File: config.mk
export PLATFORM = sky130hd
export DESIGN_NAME = calc_operand_sequencer_flat
export DESIGN_NICKNAME = d
export VERILOG_FILES = /design/src/rtl/calc_operand_sequencer_if.sv /design/src/rtl/calc_operand_sequencer.sv /design/src/flat_wrapper.sv
export SDC_FILE = /design/constraint.sdc
export NUM_CORES = 1
export LEC_CHECK = 0
export ABC_CLOCK_PERIOD_IN_PS = 2400
export CORE_MARGIN = 1
export CORE_UTILIZATION = 50
export DETAILED_ROUTE_END_ITERATION = 16
export HOLD_SLACK_MARGIN = 0.1
export PLACE_DENSITY_LB_ADDON = 0.1
export SYNTH_ARGS = -nofsm -noshare
export SYNTH_HDL_FRONTEND = slang
export SYNTH_SLANG_ARGS = --single-unit
File: constraint.sdc
create_clock -name clk -period 2.4 [get_ports clk]
set_clock_uncertainty 0.2 [all_clocks]
set_input_delay 0.72 -clock clk [delete_from_list [all_inputs] [get_ports clk]]
set_output_delay 0.72 -clock clk [all_outputs]
set_load 0.01 [all_outputs]
File: src/rtl/calc_operand_sequencer_if.sv
// Calculator front-end bus: button/switch inputs, adder operand/result handshake, held result.
// Pure wiring, no latency; no backpressure (the adder result is combinational from the operands).
// The slave modport is the sequencer side; the master modport is the board/adder side.
interface calc_operand_sequencer_if;
    logic       btn_enter;
    logic       btn_clear;
    logic [2:0] sw_val;
    logic       op_sel;
    logic [2:0] a1;
    logic [2:0] b1;
    logic       add_sub;
    logic [2:0] sf_in;
    logic       sign_in;
    logic [2:0] res_mag;
    logic       res_sign;
    logic       res_valid;
    logic [1:0] stage;

    modport master (
        output btn_enter, btn_clear, sw_val, op_sel, sf_in, sign_in,
        input  a1, b1, add_sub, res_mag, res_sign, res_valid, stage
    );

    modport slave (
        input  btn_enter, btn_clear, sw_val, op_sel, sf_in, sign_in,
        output a1, b1, add_sub, res_mag, res_sign, res_valid, stage
    );
endinterface

File: src/rtl/calc_operand_sequencer.sv
// Debounced Enter sequencer: captures operand A, operation, operand B, then latches the adder result.
// Latency: Enter accepted 2 sync + DEBOUNCE_CYCLES cycles after a stable press; result held 2 edges after B.
// No backpressure: the held result stays until Enter or Clear; Clear beats a same-cycle Enter.
module calc_operand_sequencer #(
    parameter int DEBOUNCE_CYCLES = 1000000,
    parameter int CNT_W           = 20
) (
    input  logic                    clk,
    input  logic                    rst_n,
    calc_operand_sequencer_if.slave bus
);

    typedef enum logic [2:0] {
        S_GET_A  = 3'd0,
        S_GET_OP = 3'd1,
        S_GET_B  = 3'd2,
        S_EXEC   = 3'd3,
        S_RES    = 3'd4
    } state_t;

    state_t     state_q, state_d;
    logic [1:0] sync_q, sync_d;
    logic       deb_q, deb_d;
    logic [CNT_W-1:0] cnt_q, cnt_d;
    logic       enter_p;
    logic [2:0] a1_q, a1_d, b1_q, b1_d, res_mag_q, res_mag_d;
    logic       add_sub_q, add_sub_d, res_sign_q, res_sign_d, res_valid_q, res_valid_d;
    logic [1:0] stage;

    // Negative zero is folded to +0 so the adder never sees 3'b100.
    function automatic logic [2:0] norm(input logic [2:0] v);
        return (v[1:0] == 2'b00) ? 3'b000 : v;
    endfunction

    // enter_p fires in the cycle the debounced level is about to rise.
    always_comb begin
        sync_d  = {sync_q[0], bus.btn_enter};
        deb_d   = deb_q;
        cnt_d   = '0;
        enter_p = 1'b0;
        if (sync_q[1] != deb_q) begin
            if (cnt_q == CNT_W'(DEBOUNCE_CYCLES - 1)) begin
                deb_d   = sync_q[1];
                enter_p = sync_q[1];
            end else begin
                cnt_d = cnt_q + 1'b1;
            end
        end
    end

    always_comb begin
        state_d = state_q;
        if (bus.btn_clear) begin
            state_d = S_GET_A;
        end else begin
            case (state_q)
                S_GET_A:  if (enter_p) state_d = S_GET_OP;
                S_GET_OP: if (enter_p) state_d = S_GET_B;
                S_GET_B:  if (enter_p) state_d = S_EXEC;
                S_EXEC:   state_d = S_RES;
                S_RES:    if (enter_p) state_d = S_GET_A;
                default:  state_d = S_GET_A;
            endcase
        end
    end

    always_comb begin
        a1_d        = a1_q;
        b1_d        = b1_q;
        add_sub_d   = add_sub_q;
        res_mag_d   = res_mag_q;
        res_sign_d  = res_sign_q;
        res_valid_d = res_valid_q;
        stage       = (state_q == S_RES) ? 2'd3 : state_q[1:0];
        if (bus.btn_clear) begin
            res_valid_d = 1'b0;
        end else begin
            case (state_q)
                S_GET_A:  if (enter_p) a1_d = norm(bus.sw_val);
                S_GET_OP: if (enter_p) add_sub_d = bus.op_sel;
                S_GET_B:  if (enter_p) b1_d = norm(bus.sw_val);
                S_EXEC: begin
                    res_mag_d   = bus.sf_in;
                    res_sign_d  = bus.sign_in & (bus.sf_in != 3'b000);
                    res_valid_d = 1'b1;
                end
                S_RES:    if (enter_p) res_valid_d = 1'b0;
                default:  res_valid_d = 1'b0;
            endcase
        end
    end

    always_ff @(posedge clk or negedge rst_n) begin
        if (!rst_n) begin
            state_q     <= S_GET_A;
            sync_q      <= '0;
            deb_q       <= 1'b0;
            cnt_q       <= '0;
            a1_q        <= '0;
            b1_q        <= '0;
            add_sub_q   <= 1'b0;
            res_mag_q   <= '0;
            res_sign_q  <= 1'b0;
            res_valid_q <= 1'b0;
        end else begin
            state_q     <= state_d;
            sync_q      <= sync_d;
            deb_q       <= deb_d;
            cnt_q       <= cnt_d;
            a1_q        <= a1_d;
            b1_q        <= b1_d;
            add_sub_q   <= add_sub_d;
            res_mag_q   <= res_mag_d;
            res_sign_q  <= res_sign_d;
            res_valid_q <= res_valid_d;
        end
    end

    assign bus.a1        = a1_q;
    assign bus.b1        = b1_q;
    assign bus.add_sub   = add_sub_q;
    assign bus.res_mag   = res_mag_q;
    assign bus.res_sign  = res_sign_q;
    assign bus.res_valid = res_valid_q;
    assign bus.stage     = stage;

endmodule

File: src/flat_wrapper.sv
// flat-port wrapper written by rule: the top's interface ports become plain ports
module calc_operand_sequencer_flat 
#(
    parameter int DEBOUNCE_CYCLES = 1000000,
    parameter int CNT_W           = 20
)
  (clk, rst_n, bus_btn_enter, bus_btn_clear, bus_sw_val, bus_op_sel, bus_sf_in, bus_sign_in, bus_a1, bus_b1, bus_add_sub, bus_res_mag, bus_res_sign, bus_res_valid, bus_stage);
  calc_operand_sequencer_if bus_i ();
  input  logic clk;
  input  logic rst_n;
  input wire logic [$bits(bus_i.btn_enter)-1:0] bus_btn_enter;
  input wire logic [$bits(bus_i.btn_clear)-1:0] bus_btn_clear;
  input wire logic [$bits(bus_i.sw_val)-1:0] bus_sw_val;
  input wire logic [$bits(bus_i.op_sel)-1:0] bus_op_sel;
  input wire logic [$bits(bus_i.sf_in)-1:0] bus_sf_in;
  input wire logic [$bits(bus_i.sign_in)-1:0] bus_sign_in;
  output wire logic [$bits(bus_i.a1)-1:0] bus_a1;
  output wire logic [$bits(bus_i.b1)-1:0] bus_b1;
  output wire logic [$bits(bus_i.add_sub)-1:0] bus_add_sub;
  output wire logic [$bits(bus_i.res_mag)-1:0] bus_res_mag;
  output wire logic [$bits(bus_i.res_sign)-1:0] bus_res_sign;
  output wire logic [$bits(bus_i.res_valid)-1:0] bus_res_valid;
  output wire logic [$bits(bus_i.stage)-1:0] bus_stage;
  assign bus_i.btn_enter = bus_btn_enter;
  assign bus_i.btn_clear = bus_btn_clear;
  assign bus_i.sw_val = bus_sw_val;
  assign bus_i.op_sel = bus_op_sel;
  assign bus_i.sf_in = bus_sf_in;
  assign bus_i.sign_in = bus_sign_in;
  assign bus_a1 = bus_i.a1;
  assign bus_b1 = bus_i.b1;
  assign bus_add_sub = bus_i.add_sub;
  assign bus_res_mag = bus_i.res_mag;
  assign bus_res_sign = bus_i.res_sign;
  assign bus_res_valid = bus_i.res_valid;
  assign bus_stage = bus_i.stage;
  calc_operand_sequencer #(.DEBOUNCE_CYCLES(DEBOUNCE_CYCLES), .CNT_W(CNT_W)) u_core (.clk(clk), .rst_n(rst_n), .bus(bus_i));
endmodule
==> flow_metrics.env <==
export IMPL_max_cap_violations=0
export IMPL_r2r_cells=5
export IMPL_port_buffers=25
export IMPL_layout_nets=218
export IMPL_final_fill_count=291
export IMPL_async_flop_share=1.000
export IMPL_netlist_top_cells_count="dfrtp_1 (38), nor2_1 (17), mux2_2 (11), nand2_1 (11)"
export IMPL_gp_congestion=0.8161
export IMPL_slew_headroom=0.6890
export IMPL_seq_area_frac_synth=0.5285
export IMPL_seqPwrFrac=0.634
export IMPL_num_vias=1413
export IMPL_drc_errors=0
export IMPL_synth_area_top_cells="dfrtp_1 (53%), mux2_2 (6.9%), nor2_1 (3.5%)"
export IMPL_whs_endpoint="u_core.sync_q[1]$_DFF_PN0_"
export IMPL_synthesis_nets=182
export IMPL_critPathMaxFanout=6
export IMPL_use_met1=0.2447
export IMPL_sw_frac_of_total=0.2293
export IMPL_cp_slowest_stage_delay_ns=0.44
export IMPL_synth_fa_ha_area_frac=0.006954
export IMPL_p_clk_frac=0.291
export IMPL_holdCritPathClass="flop to flop"
export IMPL_regToRegSetupSlack_ns=0.13
export IMPL_internal_power_uw=803.1
export IMPL_routedWlPerCell_um=13.50
export IMPL_fp_dieH_um=61.99
export IMPL_clk_pin_slew_ns=0.11
export IMPL_synth_compound_area_frac=0.08484
export IMPL_rsz0062_at_grt="false"
export IMPL_synth_mux_area_frac=0.07441
export IMPL_htree_levels=2
export IMPL_cp_arrival_ns=2.30
export IMPL_ys_seq_elements=38
export IMPL_r2r_start="u_core.cnt_q[13]$_DFF_PN0_"
export IMPL_cts_root_buf="clkbuf_4"
export IMPL_synth_top_area_share=0.5285
export IMPL_synth_cell_area_um2=1799
export IMPL_yosys_cell_count_top_type="dfrtp_1"
export IMPL_leakagePower_uw=0.0009220
export IMPL_clock_path_buffers=2
export IMPL_grt_pass1_vias=1225
export IMPL_tritoncts="done"
export IMPL_netlist_instances=169
export IMPL_clock_sinks=38
export IMPL_synth_warnings=0
export IMPL_grt_pass1_wl_um=5319
export IMPL_grtUsageTotal=0.1957
export IMPL_synth_top_family_by_area="simple AND/OR/NAND/NOR gates"
export IMPL_cts_buffers=5
export IMPL_setup_worst_path_start_class="flop"
export IMPL_clock_latency_ns=0.34
export IMPL_dieWidth_um=61.99
export IMPL_setup_viol=0
export IMPL_syn2layout_area_growth_pct=21.70
export IMPL_combPwrFrac=0.075
export IMPL_synthFlopType="dfrtp_1"
export IMPL_hold_ws_ns=0.1599
export IMPL_p_switching_uw=239.0
export IMPL_status="completed"
export IMPL_drtIter0Drc=64
export IMPL_slowest_stage="dfrtp_1"
export IMPL_wl_um=3388
export IMPL_endpoint_kind="flop"
export IMPL_ir_drop_uv=328.3
export IMPL_dieArea_um2=3842
export IMPL_avgViaCountPerCell=5.629
export IMPL_hold_start="u_core.sync_q[0]$_DFF_PN0_"
export IMPL_drive_gt1_frac=0.1610
export IMPL_crit_type="flop to flop"
export IMPL_min_path_cells=0
export IMPL_gr_total_overflow=0
export IMPL_slew_viol_final=0
export IMPL_postRouteAntennaNets=0
export IMPL_max_slew_worst_pin_slew_ns=0.4665
export IMPL_core_rowCount=21
export IMPL_synth_edf_count=0
export IMPL_yosysUniqueCellTypes=34
export IMPL_grt_util_met2=0.3207
export IMPL_cp_required_ns=2.43
export IMPL_hold_buffers=0
export IMPL_num_antenna_cells=0
export IMPL_reg2reg_to="u_core.bus.a1[2]$_DFFE_PN0P_"
export IMPL_top_usage_layer="met2"
export IMPL_synth_avg_cell_area_um2=10.65
export IMPL_min_period_over_period=0.9459
export IMPL_fmax_ghz=0.4405
export IMPL_synthSimpleGateAreaFrac=0.2218
export IMPL_grt_max_degree=39
export IMPL_worst_path_buf_inv=1
export IMPL_fin_crit_ns=2.270
export IMPL_dp_hpwl_um=2373
export IMPL_synth_xor_area_share=0.05355
export IMPL_timing_setup_tns_ns=0
export IMPL_critical_path_depth=5
export IMPL_pin_count=26
export IMPL_antenna_found_initial=0
export IMPL_coreArea_um2=3390
export IMPL_power_density_nw_per_um2=475.9
export IMPL_met3_usage=0.06211
export IMPL_synth_area_leader_cell="dfrtp_1"
export IMPL_initial_utilization=0.5308
export IMPL_hold_viol=0
export IMPL_worstPathCellList="nor4b_1 -> nand4_1 -> nor4_2 -> buf_4 -> mux2_2"
export IMPL_crit_family="simple AND/OR/NAND/NOR gates"
export IMPL_drt_pass1_iterations=4
[how the worst max path moves through the flow]
stage,start,end,slack [ns]
floorplan,u_core.cnt_q[0]$_DFF_PN0_,u_core.bus.a1[0]$_DFFE_PN0P_,0.20
global placement,bus_btn_clear,u_core.bus.a1[0]$_DFFE_PN0P_,-0.06
detailed placement,bus_btn_clear,u_core.bus.b1[2]$_DFFE_PN0P_,-0.06
CTS,u_core.cnt_q[0]$_DFF_PN0_,u_core.bus.b1[0]$_DFFE_PN0P_,0.10
global route,u_core.cnt_q[13]$_DFF_PN0_,u_core.bus.a1[2]$_DFFE_PN0P_,0.02
finish,u_core.cnt_q[13]$_DFF_PN0_,u_core.bus.a1[2]$_DFFE_PN0P_,0.13
[routing by layer]
layer / wire length (um) / vias up
li1: - / 683
met1: 1575 / 693
met2: 1633 / 33
met3: 145 / 4
met4: 34 / 0
met5: 0 / -
[cell families after synthesis]
| kind of cell | count (synthesis) |
|---|---|
| flip-flops | 38 |
| XOR/XNOR | 11 |
| AND/OR/NAND/NOR | 71 |
| AO/OA/AOI/OAI | 25 |
| adder cells (fa/ha/maj) | 1 |
| buffers and inverters | 11 |
| multiplexers | 12 |
[per-stage QoR]
step                cells  cell area [um^2]  worst slack [ns]  utilization  power (uW)
finish                251              2190            0.1298       0.6460        1042
global route          251              2190           0.01654       0.6460        1094
CTS                   251              2181            0.1027       0.6434        1052
detailed placement    243              2131          -0.06064       0.6286       752.5
global placement      243              2131          -0.05747       0.6286       750.5
floorplan             169              1799            0.2017            -       698.3
[worst register-to-register path: cells and delay by family (launching register included)]
family / cells / cell delay, ns
mux: 1 / 0.32
simple gates: 3 / 1.03
flops: 1 / 0.44
buf+inv: 1 / 0.17
[power groups by stage]
stage / Sequential (uW) / Combinational, uW / Clock [uW]
6_report: 660 / 78.6 / 303
4_1_cts: 660 / 80.1 / 312
2_1_floorplan: 675 / 23.7 / 0
3_3_place_gp: 672 / 78.2 / 0
3_5_place_dp: 673 / 79.6 / 0
5_1_grt: 662 / 89.2 / 343
[what timing repair did]
item | in CTS | in global routing
pin swaps | 0 | 1
resized for setup | 2 | 1
setup buffers | 1 | 0
setup endpoints to repair | 2 | 3
[registers in the layout, summed over array words and instances (netlist names)]
signal and count:
u_core.cnt_q 20, u_core.bus.a1 3, u_core.bus.b1 3, u_core.bus.res_mag 3
u_core.state_q 3, u_core.sync_q 2, u_core.bus.add_sub 1, u_core.bus.res_sign 1
u_core.bus.res_valid 1, u_core.deb_q 1
[layout make-up]
class                           count  area (um^2)  area share
Clock buffer                        7        45.04     0.02057
Inverter                            6        22.52     0.01029
Multi-Input combinational cell    120        803.3      0.3669
Sequential cell                    38        950.9      0.4343
Tap cell                           46        57.56     0.02629
Timing Repair Buffer               34        310.3      0.1417
[layout by cell type, fill, tap and decap left out, types with 2 or more instances in the layout]
cell type	count
dlygate4sd2_1	2
nand4_1	7
clkdlybuf4s50_1	22
a21oi_1	8
inv_1	6
dfrtp_1	38
clkbuf_1	2
and4_1	2
nor2_1	17
nor4b_1	2
o41ai_1	2
and2_1	2
nand2_1	11
mux2_2	11
o21ai_0	9
xor2_1	6
nand2b_1	2
or4_1	3
or3_1	6
nor3_1	3
nand3_1	9
xnor2_1	5
clkbuf_4	5
o31ai_1	3
buf_4	9
Note: power is estimated with default switching activity, not from simulation.
==> variant 1, RTL diff (same flow settings) <==
`CNT_W` is set to 20 in 2 places; all go to 16.
--- a/src/rtl/calc_operand_sequencer.sv
+++ b/src/rtl/calc_operand_sequencer.sv
@@ -3,7 +3,7 @@
 // No backpressure: the held result stays until Enter or Clear; Clear beats a same-cycle Enter.
 module calc_operand_sequencer #(
     parameter int DEBOUNCE_CYCLES = 1000000,
-    parameter int CNT_W           = 20
+    parameter int CNT_W           = 16
 ) (
     input  logic                    clk,
     input  logic                    rst_n,
--- a/src/flat_wrapper.sv
+++ b/src/flat_wrapper.sv
@@ -2,7 +2,7 @@
 module calc_operand_sequencer_flat 
 #(
     parameter int DEBOUNCE_CYCLES = 1000000,
-    parameter int CNT_W           = 20
+    parameter int CNT_W           = 16
 )
   (clk, rst_n, bus_btn_enter, bus_btn_clear, bus_sw_val, bus_op_sel, bus_sf_in, bus_sign_in, bus_a1, bus_b1, bus_add_sub, bus_res_mag, bus_res_sign, bus_res_valid, bus_stage);
   calc_operand_sequencer_if bus_i ();
Formal check against the unedited RTL: same outputs for any inputs over 10 cycles, from zero or initial values and one cycle with rst_n low; that may be too few to reach the edited logic, so the function may still have changed.
==> variant 1 against the original RTL <==
Critical endpoint is now u_core.bus.add_sub$_DFFE_PN0P_; area after synthesis shrank 12%; sequential cell count shrank 4; sequential power fell by 11%; global-route usage grew 2.5 points; setup slack lost 0.23 ns; the flow now finishes with violations (setup timing); via count fell by 13%; synthesized cell count fell by 17%; wire length fell by 6.3%; total power is 2.5% higher; design area is 0.23% lower; die area fell by 12%; clock power rose by 34%; first-iteration DRC count down 56%.
==> variant 1: results (changes against the original RTL) <==
\begin{tabular}{lr}
\hline
Metric & Value \\
\hline
\multicolumn{2}{l}{\textbf{Placement}} \\
Post-DP Area & 2030 um2 (was 2130 um2) \\
Placed Cells & 226 (was 243) \\
Setup slack after placement & -0.214 ns (was -0.0606 ns) \\
Post-DP HPWL & 2.30 mm (was 2.37 mm) \\
\multicolumn{2}{l}{\textbf{Outcome}} \\
Run status & finished, violations left (was completed) \\
Violated checks & setup timing \\
\multicolumn{2}{l}{\textbf{Layout}} \\
Number of nets in the layout & 207 (was 218) \\
\multicolumn{2}{l}{\textbf{Logic synthesis}} \\
Proportion of synthesized chip area in sequential cells & 54.0\% (was 52.9\%) \\
Synth Area in Compound Gates & 5.24\% (was 8.48\%) \\
Syn\_nets & 154 (was 182) \\
Adder-cell area share of the yosys netlist & 0.794\% (was 0.695\%) \\
Count of different cell masters after synthesis & 33 (was 34) \\
Most frequent cells after synthesis & 34 x sky130\_fd\_sc\_hd\_\_dfrtp\_1, 19 x sky130\_fd\_sc\_hd\_\_nor2\_1, 11 x sky130\_fd\_sc\_hd\_\_mux2\_2, 9 x sky130\_fd\_sc\_hd\_\_xnor2\_1, 8 x sky130\_fd\_sc\_hd\_\_nand3\_1 (was 38 x sky130\_fd\_sc\_hd\_\_dfrtp\_1, 17 x sky130\_fd\_sc\_hd\_\_nor2\_1, 11 x sky130\_fd\_sc\_hd\_\_mux2\_2, 11 x sky130\_fd\_sc\_hd\_\_nand2\_1) \\
Mean instance size in the synthesized netlist & 11.2 um2 (was 10.6 um2) \\
\multicolumn{2}{l}{\textbf{Global route}} \\
Largest net degree at the start of global routing & 35 (was 39) \\
Global-route track usage on met2 & 37.6\% (was 32.1\%) \\
\multicolumn{2}{l}{\textbf{Power and ir drop}} \\
Leakage Power & 0.995 nW (was 0.922 nW) \\
Power Total & 1.07 mW (was 1.04 mW) \\
Sequential share of power & 55.0\% (was 63.4\%) \\
Comb. pwr & 0.0753 mW (was 0.0786 mW) \\
\multicolumn{2}{l}{\textbf{Timing}} \\
Smallest setup slack after layout & -0.0969 ns (was 0.130 ns) \\
Final setup viols & 9 (was 0) \\
Hold WS & 0.157 ns (was 0.160 ns) \\
\multicolumn{2}{l}{\textbf{Route}} \\
Total number of vias & 1,230 (was 1,413) \\
DRC violation total after the first TritonRoute iteration & 28 (was 64) \\
DRT met1 WL & 1.41 mm (was 1.58 mm) \\
Detailed-routed wire length on met2 & 1.61 mm (was 1.63 mm) \\
\multicolumn{2}{l}{\textbf{Critical path}} \\
Cell type of the slowest stage on the worst timing path & sky130\_fd\_sc\_hd\_\_or4\_4 (was sky130\_fd\_sc\_hd\_\_dfrtp\_1) \\
CP peak stage delay & 0.57 ns (was 0.44 ns) \\
\hline
\end{tabular}
## variant 1: cell count changes in the layout (fill, tap and decap cells not counted), sizes merged, moves of 3 or more
cell / before / now
or3: 6 / 1
nand3b: 0 / 4
o21ai: 9 / 4
nand4: 8 / 5
a21oi: 8 / 3
xnor2: 5 / 9
nand2: 11 / 6
buf: 10 / 25
dfrtp: 38 / 34
## variant 1: cell type report
class | count | area share, %
clock buffers | 7 | 2.06
clock inverters | 1 | 1.37
inverters | 5 | 0.859
multi-input cells | 98 | 33.4
flip-flops and latches | 34 | 38.9
well taps | 44 | 2.52
repair buffers | 50 | 20.8
## variant 1: logic make-up (layout without fill, tap and decap cells)
group	count (synthesis)	in the layout
adder cells (fa/ha/maj)	1	1
AO/OA/AOI/OAI	13	13
flip-flops	34	34
buffers and inverters	9	63
AND/OR/NAND/NOR	59	59
multiplexers	12	12
XOR/XNOR	13	13
==> variant 2, RTL diff (same settings) <==
Made on the original files. Make the reset (`rst_n`) synchronous in one clocked block.
--- a/src/rtl/calc_operand_sequencer.sv
+++ b/src/rtl/calc_operand_sequencer.sv
@@ -90,7 +90,7 @@
         end
     end
 
-    always_ff @(posedge clk or negedge rst_n) begin
+    always_ff @(posedge clk) begin
         if (!rst_n) begin
             state_q     <= S_GET_A;
             sync_q      <= '0;
Function: no difference found for any inputs over 10 cycles, from zero or initial values and one cycle with rst_n low; that may be too few to reach the edited logic, so the function may still have changed.
==> variant 2 against the original RTL <==
Area after synthesis down 3.6%; setup slack lost 0.030 ns; fmax shrank 1.3%; design area grew 2.5%; sequential cell count did not move; synthesized cell count grew 19%; hold slack better by 0.11 ns; wire length rose by 15%.
Power is not compared: it rests on default switching activity, and its combinational part moved more than twofold at a synthesized area within 25%.
==> variant 2: results (changes against the original RTL) <==
\begin{tabular}{lr}
\hline
Metric & Value \\
\hline
\multicolumn{2}{l}{\textbf{Critical path}} \\
Data arrival at the endpoint of the critical path & 2.34 ns (was 2.30 ns) \\
Slack of the worst reg-to-reg path & 0.10 ns (was 0.13 ns) \\
Worst Setup EP & u\_core.cnt\_q[10]\$\_SDFF\_PP0\_ (was u\_core.bus.a1[2]\$\_DFFE\_PN0P\_) \\
CP peak stage delay & 0.58 ns (was 0.44 ns) \\
Source of the critical timing path & u\_core.cnt\_q[11]\$\_SDFF\_PP0\_ (was u\_core.cnt\_q[13]\$\_DFF\_PN0\_) \\
Worst Path Max Fanout & 20 (was 6) \\
\multicolumn{2}{l}{\textbf{Placement}} \\
Post-DP Area & 2130 um2 (about the same) \\
Routability-driven placement congestion ratio & 0.844 (was 0.816) \\
Placed Cells & 280 (was 243) \\
Post-DP HPWL & 2.82 mm (was 2.37 mm) \\
\multicolumn{2}{l}{\textbf{Logic synthesis}} \\
Proportion of synthesized chip area in sequential cells & 43.9\% (was 52.9\%) \\
Count of different cell masters after synthesis & 38 (was 34) \\
\multicolumn{2}{l}{\textbf{Layout}} \\
Final-layout fill cell count & 277 (was 291) \\
\multicolumn{2}{l}{\textbf{Route}} \\
DRT met1 WL & 1.69 mm (was 1.58 mm) \\
Met3 WL post-DR & 150 um (was 145 um) \\
Detail-routed via count per cell & 5.60 (was 5.63) \\
Detailed-routed wire length on met2 & 1.99 mm (was 1.63 mm) \\
Total number of vias & 1,617 (was 1,413) \\
\multicolumn{2}{l}{\textbf{Min path}} \\
Hold Crit Start & u\_core.bus.b1[1]\$\_SDFFE\_PN0P\_ (was u\_core.sync\_q[0]\$\_DFF\_PN0\_) \\
Hold Crit Depth & 2 (was 0) \\
Endpoint, Worst Hold & u\_core.bus.b1[1]\$\_SDFFE\_PN0P\_ (was u\_core.sync\_q[1]\$\_DFF\_PN0\_) \\
\multicolumn{2}{l}{\textbf{Global route}} \\
Global-route track usage on met2 & 38.1\% (was 32.1\%) \\
Number of global-route vias before repair & 1,363 (was 1,225) \\
Met3 track utilization from global routing & 6.61\% (was 6.21\%) \\
Largest net degree at the start of global routing & 21 (was 39) \\
\multicolumn{2}{l}{\textbf{Outcome}} \\
Run status & completed (unchanged) \\
\multicolumn{2}{l}{\textbf{Timing}} \\
Hold WS & 0.272 ns (was 0.160 ns) \\
Transition at the pin with the smallest max-transition slack & 0.381 ns (was 0.466 ns) \\
\multicolumn{2}{l}{\textbf{Clocking}} \\
Number of gates resized after CTS & 12 (was 2) \\
\hline
\end{tabular}
-- variant 2: cell count changes in the layout (fill, tap and decap cells not counted), moves of 5 or more --
cell and delta:
sky130_fd_sc_hd__xnor2_1 +5, sky130_fd_sc_hd__dfxtp_1 +34, sky130_fd_sc_hd__mux2_2 -11, sky130_fd_sc_hd__o21ai_1 +5, sky130_fd_sc_hd__nor2_1 +6, sky130_fd_sc_hd__dfrtp_1 -38
sky130_fd_sc_hd__buf_4 +7, sky130_fd_sc_hd__a21oi_1 +9
-- variant 2: worst max-delay path, delay by kind of cell (launching register included) --
| kind | cells | cell delay, ns |
|---|---|---|
| flops | 1 | 0.34 |
| buf+inv | 1 | 0.26 |
| simple gates | 3 | 1.20 |
| compound gates | 1 | 0.18 |
-- variant 2: final cells by class --
type	count	area share (%)
Multi-Input combinational cell	147	42.2
Sequential cell	38	34.2
Timing Repair Buffer	41	16.7
Tap cell	46	2.57
Clock buffer	6	2.29
Inverter	9	1.51
Clock inverter	2	0.558
-- variant 2: per-stage QoR --
step | setup WS [ns] | util (%)
5_1_grt | 0.00895 | 67.2
3_3_place_gp | -0.455 | 63.8
6_report | 0.100 | 67.2
3_5_place_dp | -0.510 | 63.8
4_1_cts | 0.00285 | 66.0
2_1_floorplan | -0.00136 | -
-- variant 2: power by group --
group	switching [mW]	internal [mW]	total, mW	leakage (nW)
clock	0.219	0.141	0.359	0.0343
combinational	0.0163	0.0218	0.0381	0.379
sequential	0.00149	0.631	0.633	0.309
-- variant 2: kinds of logic after synthesis --
kind of cell / synth area share, %
AND/OR/NAND/NOR: 28.8
buffers and inverters: 3.68
XOR/XNOR: 6.57
adder cells (fa/ha/maj): 0.721
flip-flops: 43.9
multiplexers: 1.73
AO/OA/AOI/OAI: 14.6
